$ cat src/rtl/fifo_pkg.sv
// fifo_pkg: read/write FIFO shared state encodings and Gray/binary helpers
// No ports; PTR_MAX bounds the pointer width the helpers accept.
package fifo_pkg;
    localparam int PTR_MAX = 16;
    typedef enum logic [1:0] {
        EMPTY = 2'b00,
        AVAIL = 2'b01,
        LAST  = 2'b10
    } fifo_state_e;
    function automatic logic [PTR_MAX-1:0] bin2gray(input logic [PTR_MAX-1:0] b);
        return b ^ (b >> 1);
    endfunction
    function automatic logic [PTR_MAX-1:0] gray2bin(input logic [PTR_MAX-1:0] g);
        logic [PTR_MAX-1:0] b;
        for (int i = 0; i < PTR_MAX; i++) b[i] = ^(g >> i);
        return b;
    endfunction
endpackage

$ cat src/rtl/fifo_read_logic_if.sv
// fifo_read_logic_if: read-side FIFO bus between consumer/RAM/sync (master) and read logic (slave)
// master drives rinc, rq2_waddr, mem_rdata; slave drives read_en, raddr, raddr_gray,
// rempty, rdata, rvalid, runderflow.
interface fifo_read_logic_if #(
    parameter int PTR_SZ = 2,
    parameter int DW     = 8
);
    logic              rinc;
    logic [PTR_SZ-1:0] rq2_waddr;
    logic [DW-1:0]     mem_rdata;
    logic              read_en;
    logic [PTR_SZ-1:0] raddr;
    logic [PTR_SZ-1:0] raddr_gray;
    logic              rempty;
    logic [DW-1:0]     rdata;
    logic              rvalid;
    logic              runderflow;
    modport master (
        output rinc, rq2_waddr, mem_rdata,
        input  read_en, raddr, raddr_gray, rempty, rdata, rvalid, runderflow
    );
    modport slave (
        input  rinc, rq2_waddr, mem_rdata,
        output read_en, raddr, raddr_gray, rempty, rdata, rvalid, runderflow
    );
endinterface

$ cat src/rtl/fifo_gray2bin.sv
// fifo_gray2bin: combinational Gray-to-binary pointer conversion
// gray in PTR_SZ, bin out PTR_SZ.
module fifo_gray2bin #(
    parameter int PTR_SZ = 2
) (
    input  logic [PTR_SZ-1:0] gray,
    output logic [PTR_SZ-1:0] bin
);
    for (genvar i = 0; i < PTR_SZ; i++) begin : g_bit
        assign bin[i] = ^(gray >> i);
    end
endmodule

$ cat src/rtl/fifo_read_logic.sv
// fifo_read_logic: dual-clock FIFO read-side pointer, empty flag and read-data register
// clk, rst (sync active-low) plain ports; all FIFO signals on fifo_read_logic_if.slave bus.
// Optional FIFO_RD_UNDERFLOW_EN adds the sticky runderflow flag; otherwise it is tied 0.
module fifo_read_logic
    import fifo_pkg::*;
#(
    parameter int DEPTH  = 4,
    parameter int PTR_SZ = 2,
    parameter int DW     = 8
) (
    input logic               clk,
    input logic               rst,
    fifo_read_logic_if.slave  bus
);
    logic [PTR_SZ-1:0]        wbin, raddr_q, raddr_d, gray_q, gray_d;
    logic [$clog2(DEPTH)-1:0] occ;
    fifo_state_e              state_q, state_d;
    logic [DW-1:0]            rdata_q, rdata_d;
    logic                     rempty_q, rvalid_q, read_en;
    fifo_gray2bin #(.PTR_SZ(PTR_SZ)) u_g2b (
        .gray (bus.rq2_waddr),
        .bin  (wbin)
    );
    always_comb begin
        read_en = bus.rinc & ~rempty_q;
        raddr_d = raddr_q + PTR_SZ'(read_en);
        gray_d  = PTR_SZ'(bin2gray(PTR_MAX'(raddr_d)));
        occ     = wbin - raddr_d;
        state_d = occ == '0 ? EMPTY : occ == ($clog2(DEPTH))'(1) ? LAST : AVAIL;
        rdata_d = read_en ? bus.mem_rdata : rdata_q;
    end
    // rempty has its own flop so the exported flag never glitches while state bits change
    always_ff @(posedge clk) begin
        if (!rst) begin
            raddr_q  <= '0;
            gray_q   <= '0;
            state_q  <= EMPTY;
            rempty_q <= 1'b1;
            rdata_q  <= '0;
            rvalid_q <= 1'b0;
        end else begin
            raddr_q  <= raddr_d;
            gray_q   <= gray_d;
            state_q  <= state_d;
            rempty_q <= state_d == EMPTY;
            rdata_q  <= rdata_d;
            rvalid_q <= read_en;
        end
    end
`ifdef FIFO_RD_UNDERFLOW_EN
    logic uflow_q, uflow_d;
    always_comb uflow_d = uflow_q | (bus.rinc & rempty_q);
    always_ff @(posedge clk) begin
        if (!rst) uflow_q <= 1'b0;
        else      uflow_q <= uflow_d;
    end
    assign bus.runderflow = uflow_q;
`else
    assign bus.runderflow = 1'b0;
`endif
    assign bus.read_en    = read_en;
    assign bus.raddr      = raddr_q;
    assign bus.raddr_gray = gray_q;
    assign bus.rempty     = rempty_q;
    assign bus.rdata      = rdata_q;
    assign bus.rvalid     = rvalid_q;
endmodule

$ cat src/flat_wrapper.sv
// flat-port wrapper written by rule: the top's interface ports become plain ports
module fifo_read_logic_flat import fifo_pkg::*;
#(
    parameter int DEPTH  = 4,
    parameter int PTR_SZ = 2,
    parameter int DW     = 8
)
  (clk, rst, bus_rinc, bus_rq2_waddr, bus_mem_rdata, bus_read_en, bus_raddr, bus_raddr_gray, bus_rempty, bus_rdata, bus_rvalid, bus_runderflow);
  fifo_read_logic_if #(.PTR_SZ(PTR_SZ), .DW(DW)) bus_i ();
  input logic clk;
  input logic rst;
  input wire logic [$bits(bus_i.rinc)-1:0] bus_rinc;
  input wire logic [$bits(bus_i.rq2_waddr)-1:0] bus_rq2_waddr;
  input wire logic [$bits(bus_i.mem_rdata)-1:0] bus_mem_rdata;
  output wire logic [$bits(bus_i.read_en)-1:0] bus_read_en;
  output wire logic [$bits(bus_i.raddr)-1:0] bus_raddr;
  output wire logic [$bits(bus_i.raddr_gray)-1:0] bus_raddr_gray;
  output wire logic [$bits(bus_i.rempty)-1:0] bus_rempty;
  output wire logic [$bits(bus_i.rdata)-1:0] bus_rdata;
  output wire logic [$bits(bus_i.rvalid)-1:0] bus_rvalid;
  output wire logic [$bits(bus_i.runderflow)-1:0] bus_runderflow;
  assign bus_i.rinc = bus_rinc;
  assign bus_i.rq2_waddr = bus_rq2_waddr;
  assign bus_i.mem_rdata = bus_mem_rdata;
  assign bus_read_en = bus_i.read_en;
  assign bus_raddr = bus_i.raddr;
  assign bus_raddr_gray = bus_i.raddr_gray;
  assign bus_rempty = bus_i.rempty;
  assign bus_rdata = bus_i.rdata;
  assign bus_rvalid = bus_i.rvalid;
  assign bus_runderflow = bus_i.runderflow;
  fifo_read_logic #(.DEPTH(DEPTH), .PTR_SZ(PTR_SZ), .DW(DW)) u_core (.clk(clk), .rst(rst), .bus(bus_i));
endmodule
$ cat config.mk
export PLATFORM = sky130hd
export DESIGN_NAME = fifo_read_logic_flat
export DESIGN_NICKNAME = d
export VERILOG_FILES = /design/src/rtl/fifo_pkg.sv /design/src/rtl/fifo_read_logic_if.sv /design/src/rtl/fifo_gray2bin.sv /design/src/rtl/fifo_read_logic.sv /design/src/flat_wrapper.sv
export SDC_FILE = /design/constraint.sdc
export NUM_CORES = 1
export LEC_CHECK = 0
export ABC_CLOCK_PERIOD_IN_PS = 1690
export BUFFER_PORTS_ARGS = -buffer_cell sky130_fd_sc_hd__clkbuf_2
export CAP_MARGIN = 20
export CORE_AREA = 2 2 39 41
export CTS_BUF_LIST = sky130_fd_sc_hd__clkbuf_8
export DETAILED_ROUTE_END_ITERATION = 16
export DIE_AREA = 0 0 41 43
export PLACE_DENSITY = 0.79
export SLEW_MARGIN = 20
export SYNTH_ARGS = -nofsm -noshare
export SYNTH_HDL_FRONTEND = slang
export SYNTH_HIERARCHICAL = 1
export SYNTH_SLANG_ARGS = --single-unit
$ cat constraint.sdc
create_clock -name clk -period 1.69 [get_ports clk]
set_input_delay 0.338 -clock clk [delete_from_list [all_inputs] [get_ports clk]]
set_output_delay 0.338 -clock clk [all_outputs]
set_load 0.01 [all_outputs]
==> flow_summary.yaml, run 1 <==
yosys:
  synthCells: 56
  yosysSeqAreaShare_pct: 48.9
  syn_nets: 70
  synth_top_area_cell: "dfxtp_1"
  synth_area_um2: 532
  synth_top_area_share_pct: 48.9
  synth.distinct_cells: 16
  syn_area_per_cell_um2: 9.50
  ys_warn_count: 6
  synth.area.top_cells: "dfxtp_1, nand2_1, a21boi_0, xor2_1, a21boi_1"
  ys_ff_latch: 13
cts:
  cts_setup_buffers: 0
  clkSlewWorstSetupHoldPaths_ns: 0.05
  htreeDepth: 1
  postCtsHoldBufs: 0
  cts_made_buffers: 3
  cts_tree: "done"
  cts-root-buf: "clkbuf_8"
  clk_path_buf_depth: 2
  cts_resized: 0
  clock_latency_ns: 0.23
  clock-sinks: 13
critical_path:
  critPathCaptureType: "flip-flop"
  start_kind: "flip-flop"
  arrival_ns: 1.57
  cp.depth: 6
  cp-endpoint: "u_core/bus.raddr_gray[0]"
  critical_path_peak_fanout: 11
  r2r_cells: 6
  timing.rr.start: "u_core/bus.rempty"
  reg2reg_slack_ns: 0.24
  worstReg2RegEnd: "u_core/bus.raddr_gray[0]"
  cp_num_buf_inv: 1
  worstSetupStartpoint: "u_core/bus.rempty"
  critical_path_class: "reg2reg"
  cp_cell_sequence: "nand2b_1 -> inv_6 -> ha_1 -> xor2_2 -> xor2_1 -> and2_1"
  crit_required_ns: 1.82
  worst_path_max_delay_cell: "dfxtp_1"
  cp_top_family: "simple AND/OR/NAND/NOR gates"
  cp_slowest_stage_delay_ns: 0.33
grt:
  grt_remaining_overflow: 0
  track_usage_pct: 12.2
  grt_pass1_wl_um: 1410
  grt_max_degree: 14
  antenna_found_initial: 0
  grt_pass1_vias: 369
drt:
  routed_via_density: 4.42
  drc: 0
  routed_wl_um: 966
  drt-pass1-iter-count: 2
  final_antenna_net_count: 0
  wl_per_cell_um: 9.76
  drt_iter0_drc: 1
  vias: 438
layout:
  final_net_count: 98
  synthToLayoutAreaGrowth_pct: 32.0
  antenna_cells: 0
  final_cells: 99
  multi_input_area_um2: 225
  fill_cells: 138
  drive_gt1_share_pct: 41.0
  seqCellArea_um2: 260
sta:
  final.min_clock_period_ns: 1.45
  timing.fmax_mhz: 691
  final.setup.tns_ns: 0
  slew_viol_final: 0
  setup_viol: 0
  finalHoldViolCount: 0
  period_share_pct: 85.6
  rsz0062_at_grt: "no"
  finClkSkew_ns: 0.000670
pwr:
  p_per_area_nw_per_um2: 1040
  p_leak_nw: 0.353
  ir_drop_v: 0.000647
floorplan:
  start_util_pct: 38.4
  io_pins: 29
  die_h_um: 43
  core_um2: 1380
  die_w_um: 41
  die_area_um2: 1760
  rows: 14
place:
  finalWeightedCongestion: 0.608
  place_inst: 95
  port_buffers: 27
  dpl.hpwl_um: 745
outcome:
  status: "completed"
hold_path:
  hold_path_class: "in2reg"
flow_run:
  maxCapViolCount: 0
## cells in the mapped netlist, drive strengths merged
master,number
a21boi,8
dfxtp,13
inv,1
conb,1
clkbuf,1
o21ai,1
buf,4
ha,1
and2,4
nand2b,1
nand2,16
xor2,5
## stage by stage
step / utilization, % / cell area, um^2 / hold slack (ns) / setup WS [ns] / total power [mW]
finish: 50.7 / 702 / 0.325 / 0.244 / 0.729
global route: 50.7 / 702 / 0.330 / 0.141 / 0.772
CTS: 50.7 / 702 / 0.324 / 0.227 / 0.740
detailed placement: 47.5 / 657 / 0.448 / 0.172 / 0.475
global placement: 47.5 / 657 / 0.444 / 0.214 / 0.473
floorplan: - / 532 / 0.473 / 0.234 / 0.430
## kinds of logic after synthesis
group | Yosys count | synth area share (%)
AO/OA/AOI/OAI | 9 | 12.2
XOR/XNOR | 5 | 9.65
adder cells (fa/ha/maj) | 1 | 2.35
buffers and inverters | 6 | 8.71
flip-flops | 13 | 48.9
other | 1 | 0.705
AND/OR/NAND/NOR | 21 | 17.4
## metal layers
layer  up-vias  global-route usage, %  part of all wire [%]
met4         0                   8.00                   1.1
met2        20                   17.8                    42
li1        225                      -                     -
met3         2                   4.71                    11
met1       191                   14.1                    46
met5         -                      0                     0
## worst reg2reg max path: cells and delay by family (launching register included)
family	cells	cell delay [ns]
buffers and inverters	1	0.08
AND/OR/NAND/NOR	2	0.36
flip-flops	1	0.33
XOR/XNOR	2	0.35
adder cells (fa/ha/maj)	1	0.22
## final cells by class
cell class              count  area share [%]
multi-input cells          37            32.1
repair buffers             28            20.3
inverters                   1            1.25
clock inverters             1           0.535
clock buffers               3            5.88
well taps                  16            2.85
flip-flops and latches     13            37.1
## where the power goes
group / internal (mW) / leakage, nW / switching, mW / total (mW)
combinational: 0.0586 / 0.220 / 0.0668 / 0.125
clock: 0.160 / 0.0269 / 0.101 / 0.261
sequential: 0.331 / 0.106 / 0.0114 / 0.343
total: 0.550 / 0.353 / 0.179 / 0.729
## sequential cells by signal (all words and copies together), names as in the netlist
register	flops
u_core/bus.rdata	8
u_core/bus.rvalid	1
u_core/bus.rempty	1
u_core/bus.raddr_gray	1
u_core/bus.raddr	2
## cell usage in the layout, fill, tap and decap left out
cell and instances:
a21boi_1 3, o21ai_0 1, conb_1 1, nand2_1 16
clkbuf_2 27, buf_4 1, inv_1 1, a21boi_0 5
dfxtp_1 13, xor2_1 4, and2_1 3, clkbuf_8 3
inv_6 1, xor2_2 1, nand2b_1 1, and2_2 1
ha_1 1
## worst min path at each step
stage	from	to	cells after the start
floorplan	bus_mem_rdata[1]	u_core/bus.rdata[1]	2
global placement	u_core/bus.rdata[7]	u_core/bus.rdata[7]	2
detailed placement	u_core/bus.rdata[1]	u_core/bus.rdata[1]	2
CTS	bus_mem_rdata[1]	u_core/bus.rdata[1]	3
global route	bus_mem_rdata[7]	u_core/bus.rdata[7]	3
finish	bus_mem_rdata[1]	u_core/bus.rdata[1]	3
Note: power is estimated with default switching activity, not from simulation.
==> run 2, diff against run 1 <==
--- a/config.mk
+++ b/config.mk
@@ -7,12 +7,14 @@
 export LEC_CHECK = 0
 export ABC_CLOCK_PERIOD_IN_PS = 1690
 export BUFFER_PORTS_ARGS = -buffer_cell sky130_fd_sc_hd__clkbuf_2
-export CAP_MARGIN = 20
-export CORE_AREA = 2 2 39 41
+export CELL_PAD_IN_SITES_DETAIL_PLACEMENT = 1
+export CELL_PAD_IN_SITES_GLOBAL_PLACEMENT = 2
+export CORE_ASPECT_RATIO = 1.1
+export CORE_MARGIN = 2
+export CORE_UTILIZATION = 24
 export CTS_BUF_LIST = sky130_fd_sc_hd__clkbuf_8
 export DETAILED_ROUTE_END_ITERATION = 16
-export DIE_AREA = 0 0 41 43
-export PLACE_DENSITY = 0.79
+export PLACE_DENSITY = 0.84
 export SLEW_MARGIN = 20
 export SYNTH_ARGS = -nofsm -noshare
 export SYNTH_HDL_FRONTEND = slang
==> flow_summary.yaml, run 2 (same netlist as run 1, synthesis figures left out) <==
sta:
  final.min_clock_period_ns: 1.46
  period_share_pct: 86.6
  rsz0062_at_grt: "no"
  finalHoldViolCount: 0
  slew_viol_final: 0
  finClkSkew_ns: 0.00163
  worst_slack_ns: 0.227
  timing.fmax_mhz: 684
  final.setup.tns_ns: 0
  setup_viol: 0
layout:
  synthToLayoutAreaGrowth_pct: 36.2
  final_net_count: 99
  final_area_um2: 724
  drive_gt1_share_pct: 41.7
  final_common_cell: "clkbuf_2"
  antenna_cells: 0
  final_cell_mix: "clkbuf_2, nand2_1, dfxtp_1"
  largest_reg_flops: 8
drt:
  drt_iter0_drc: 2
  final_antenna_net_count: 0
  vias: 432
  drt-pass1-iter-count: 3
  routed_wl_um: 1060
  wl_per_cell_um: 9.50
  routed_via_density: 3.86
  drc: 0
cts:
  clkSlewWorstSetupHoldPaths_ns: 0.05
  cts_resized: 0
  clock_latency_ns: 0.23
  cts-root-buf: "clkbuf_8"
  cts_tree: "done"
  cts_made_buffers: 3
  clk_path_buf_depth: 2
  htreeDepth: 1
  clock-sinks: 13
  cts_setup_buffers: 0
  postCtsHoldBufs: 0
critical_path:
  critical_path_class: "reg2out"
  worstSetupStartpoint: "u_core/bus.rempty"
  cp_cell_sequence: "nand2b_1 -> inv_6 -> buf_4 -> clkbuf_2"
  crit_required_ns: 1.35
  cp.depth: 4
  timing.rr.start: "u_core/bus.rempty"
  start_kind: "flip-flop"
  cp_num_buf_inv: 3
  critical_path_peak_fanout: 10
  cp_slowest_stage_delay_ns: 0.31
  cp_top_family: "buffers and inverters"
  worst_path_max_delay_cell: "dfxtp_1"
  arrival_ns: 1.12
  critPathCaptureType: "output pin"
  r2r_cells: 6
floorplan:
  die_w_um: 48.9
  rows: 17
  die_area_um2: 2610
  die_h_um: 53.4
  core_um2: 2040
  start_util_pct: 26.0
  io_pins: 29
place:
  place_area_um2: 679
  dpl.hpwl_um: 870
  port_buffers: 27
  dp_slack_ns: 0.233
  finalWeightedCongestion: 0.729
flow_run:
  maxCapViolCount: 0
grt:
  grt_pass1_vias: 426
  track_usage_pct: 10.2
  grt_pass1_wl_um: 1860
  grt_remaining_overflow: 0
  grt_max_degree: 14
  antenna_found_initial: 0
hold_path:
  whs_path_depth: 3
  hold_path_class: "in2reg"
  hp-start: "bus_mem_rdata[7]"
pwr:
  p_per_area_nw_per_um2: 1010
  p_leak_nw: 0.359
  ir_drop_v: 0.000282
outcome:
  status: "completed"
[run 2: cell count changes in the layout (fill, tap and decap cells not counted), sizes merged]
cell	delta
buf	+1
[run 2: tightest hold or removal path, delay by kind of cell]
kind	cells	cell delay, ns
buffers and inverters	1	0.08
AO/OA/AOI/OAI	1	0.05
AND/OR/NAND/NOR	1	0.04
[run 2: where the power goes]
part / total (mW) / switching [mW] / internal [mW] / leakage, nW
clock: 0.257 / 0.0979 / 0.159 / 0.0269
sequential: 0.343 / 0.0114 / 0.331 / 0.106
combinational: 0.129 / 0.0678 / 0.0612 / 0.225
[run 2: path summary, 6_finish.rpt]
check / to / slack [ns]
setup / recovery: bus_read_en / 0.23
hold / removal: u_core/bus.rdata[7] / 0.32
setup reg to reg: u_core/bus.raddr_gray[0] / 0.29
hold reg to reg: u_core/bus.rdata[1] / 0.45
[run 2: area by class of cell]
cell class	count	area, um^2
Tap cell	28	35.0
Timing Repair Buffer	29	150
Clock inverter	1	3.75
Fill cell	269	1320
Clock buffer	3	41.3
Sequential cell	13	260
Inverter	1	8.76
Multi-Input combinational cell	37	225
[run 2: through the flow]
stage,power (mW),util (%),hold slack [ns],instances
after CTS,0.748,35.5,0.320,112
after global routing,0.780,35.5,0.336,112
final,0.729,35.5,0.321,112
after global placement,0.480,33.3,0.442,108
after detailed placement,0.484,33.3,0.449,108
after floorplan,0.430,-,0.473,56
[run 2: layer usage]
| metal | up-vias | GRT usage [%] | routed length (um) |
|---|---|---|---|
| met3 | 2 | 4.52 | 102 |
| met4 | 0 | 7.14 | 11 |
| met5 | - | 0 | 0 |
| met1 | 184 | 11.3 | 476 |
| met2 | 20 | 15.8 | 473 |
| li1 | 226 | - | - |
==> run 3, diff against run 2 <==
--- a/config.mk
+++ b/config.mk
@@ -15,6 +15,7 @@
 export CTS_BUF_LIST = sky130_fd_sc_hd__clkbuf_8
 export DETAILED_ROUTE_END_ITERATION = 16
 export PLACE_DENSITY = 0.84
+export REMOVE_ABC_BUFFERS = 1
 export SLEW_MARGIN = 20
 export SYNTH_ARGS = -nofsm -noshare
 export SYNTH_HDL_FRONTEND = slang
==> flow_summary.yaml, run 3 (same netlist as run 1, synthesis figures left out) <==
outcome:
  status: "completed"
critical_path:
  crit_required_ns: 1.80
  worst_path_max_delay_cell: "dfxtp_1"
  cp_num_buf_inv: 1
  start_kind: "flip-flop"
  timing.rr.start: "u_core/bus.rempty"
  worstSetupStartpoint: "u_core/bus.rempty"
  arrival_ns: 1.56
  cp_slowest_stage_delay_ns: 0.32
  critical_path_class: "reg2reg"
  cp_top_family: "XOR/XNOR gates"
  cp_cell_sequence: "nand2b_1 -> inv_6 -> ha_1 -> xor2_2 -> xor2_1 -> o21ai_0"
  critical_path_peak_fanout: 11
  critPathCaptureType: "flip-flop"
layout:
  final_net_count: 98
  multi_input_area_um2: 225
  final_area_um2: 717
  final_common_cell: "clkbuf_2"
  seqCellArea_um2: 260
  synthToLayoutAreaGrowth_pct: 34.8
  antenna_cells: 0
  fill_cells: 259
  largest_reg_flops: 8
  final_cells: 111
  drive_gt1_share_pct: 41.0
  final_cell_mix: "clkbuf_2, nand2_1, dfxtp_1"
cts:
  clock_latency_ns: 0.23
  cts_tree: "done"
  htreeDepth: 1
  cts_made_buffers: 3
  clock-sinks: 13
  cts_resized: 0
  cts_setup_buffers: 0
  postCtsHoldBufs: 0
  clk_path_buf_depth: 2
  clkSlewWorstSetupHoldPaths_ns: 0.05
  cts-root-buf: "clkbuf_8"
sta:
  finalHoldViolCount: 0
  slew_viol_final: 0
  final.min_clock_period_ns: 1.45
  period_share_pct: 85.9
  finClkSkew_ns: 0.000733
  setup_viol: 0
  timing.fmax_mhz: 689
  rsz0062_at_grt: "no"
  final.setup.tns_ns: 0
drt:
  routed_wl_um: 1180
  drt_iter0_drc: 4
  final_antenna_net_count: 0
  routed_via_density: 3.97
  drt-pass1-iter-count: 2
  vias: 441
  drc: 0
  wl_per_cell_um: 10.6
grt:
  grt_max_degree: 14
  antenna_found_initial: 0
  track_usage_pct: 10.2
  grt_pass1_vias: 448
  grt_remaining_overflow: 0
  grt_pass1_wl_um: 1980
place:
  place_area_um2: 672
  finalWeightedCongestion: 0.564
  port_buffers: 27
  place_inst: 107
  dpl.hpwl_um: 923
floorplan:
  start_util_pct: 26.0
  core_um2: 2040
  rows: 17
  die_area_um2: 2610
  die_w_um: 48.9
  io_pins: 29
  die_h_um: 53.4
pwr:
  p_per_area_nw_per_um2: 1020
  p_leak_nw: 0.353
  ir_drop_v: 0.000393
flow_run:
  maxCapViolCount: 0
hold_path:
  hp-start: "bus_mem_rdata[7]"
  hold_path_class: "in2reg"
## run 3: area by class of cell
cell class	count	share of cell area [%]
clock buffers	3	5.76
clock inverters	1	0.524
inverters	1	1.22
multi-input cells	37	31.4
flip-flops and latches	13	36.3
well taps	28	4.89
repair buffers	28	19.9
## run 3: tightest hold or removal path, cell delays in order
cell	delay [ns]
clkbuf_2	0.08
nand2_1	0.04
a21boi_1	0.05
## run 3: power breakdown
group          internal (mW)  switching, mW
Sequential             0.331         0.0117
Clock                  0.160          0.103
Combinational         0.0585         0.0689
Total                  0.550          0.183
## run 3: routing by layer
layer  track usage (%)  share of wire (%)  vias to the layer above
li1                  -                  -                      224
met1              11.0                 41                      199
met2              17.8                 50                       16
met3              3.39                7.9                        2
met4              5.71               0.76                        0
met5                 0                  0                        -
## run 3: final timing paths
path | endpoint | cells after the start | slack [ns]
max | u_core/bus.rempty | 6 | 0.24
min | u_core/bus.rdata[7] | 3 | 0.32
max reg2reg | u_core/bus.rempty | 6 | 0.24
min reg2reg | u_core/bus.rdata[7] | 2 | 0.45
## run 3: through the flow
stage / hold slack (ns) / utilization [%] / total power, mW / setup WS [ns]
2_1_floorplan: 0.414 / - / 0.418 / 0.108
6_report: 0.322 / 35.1 / 0.733 / 0.238
3_5_place_dp: 0.455 / 32.9 / 0.480 / 0.164
4_1_cts: 0.320 / 35.1 / 0.753 / 0.212
5_1_grt: 0.322 / 35.1 / 0.782 / 0.127
3_3_place_gp: 0.444 / 32.9 / 0.475 / 0.210
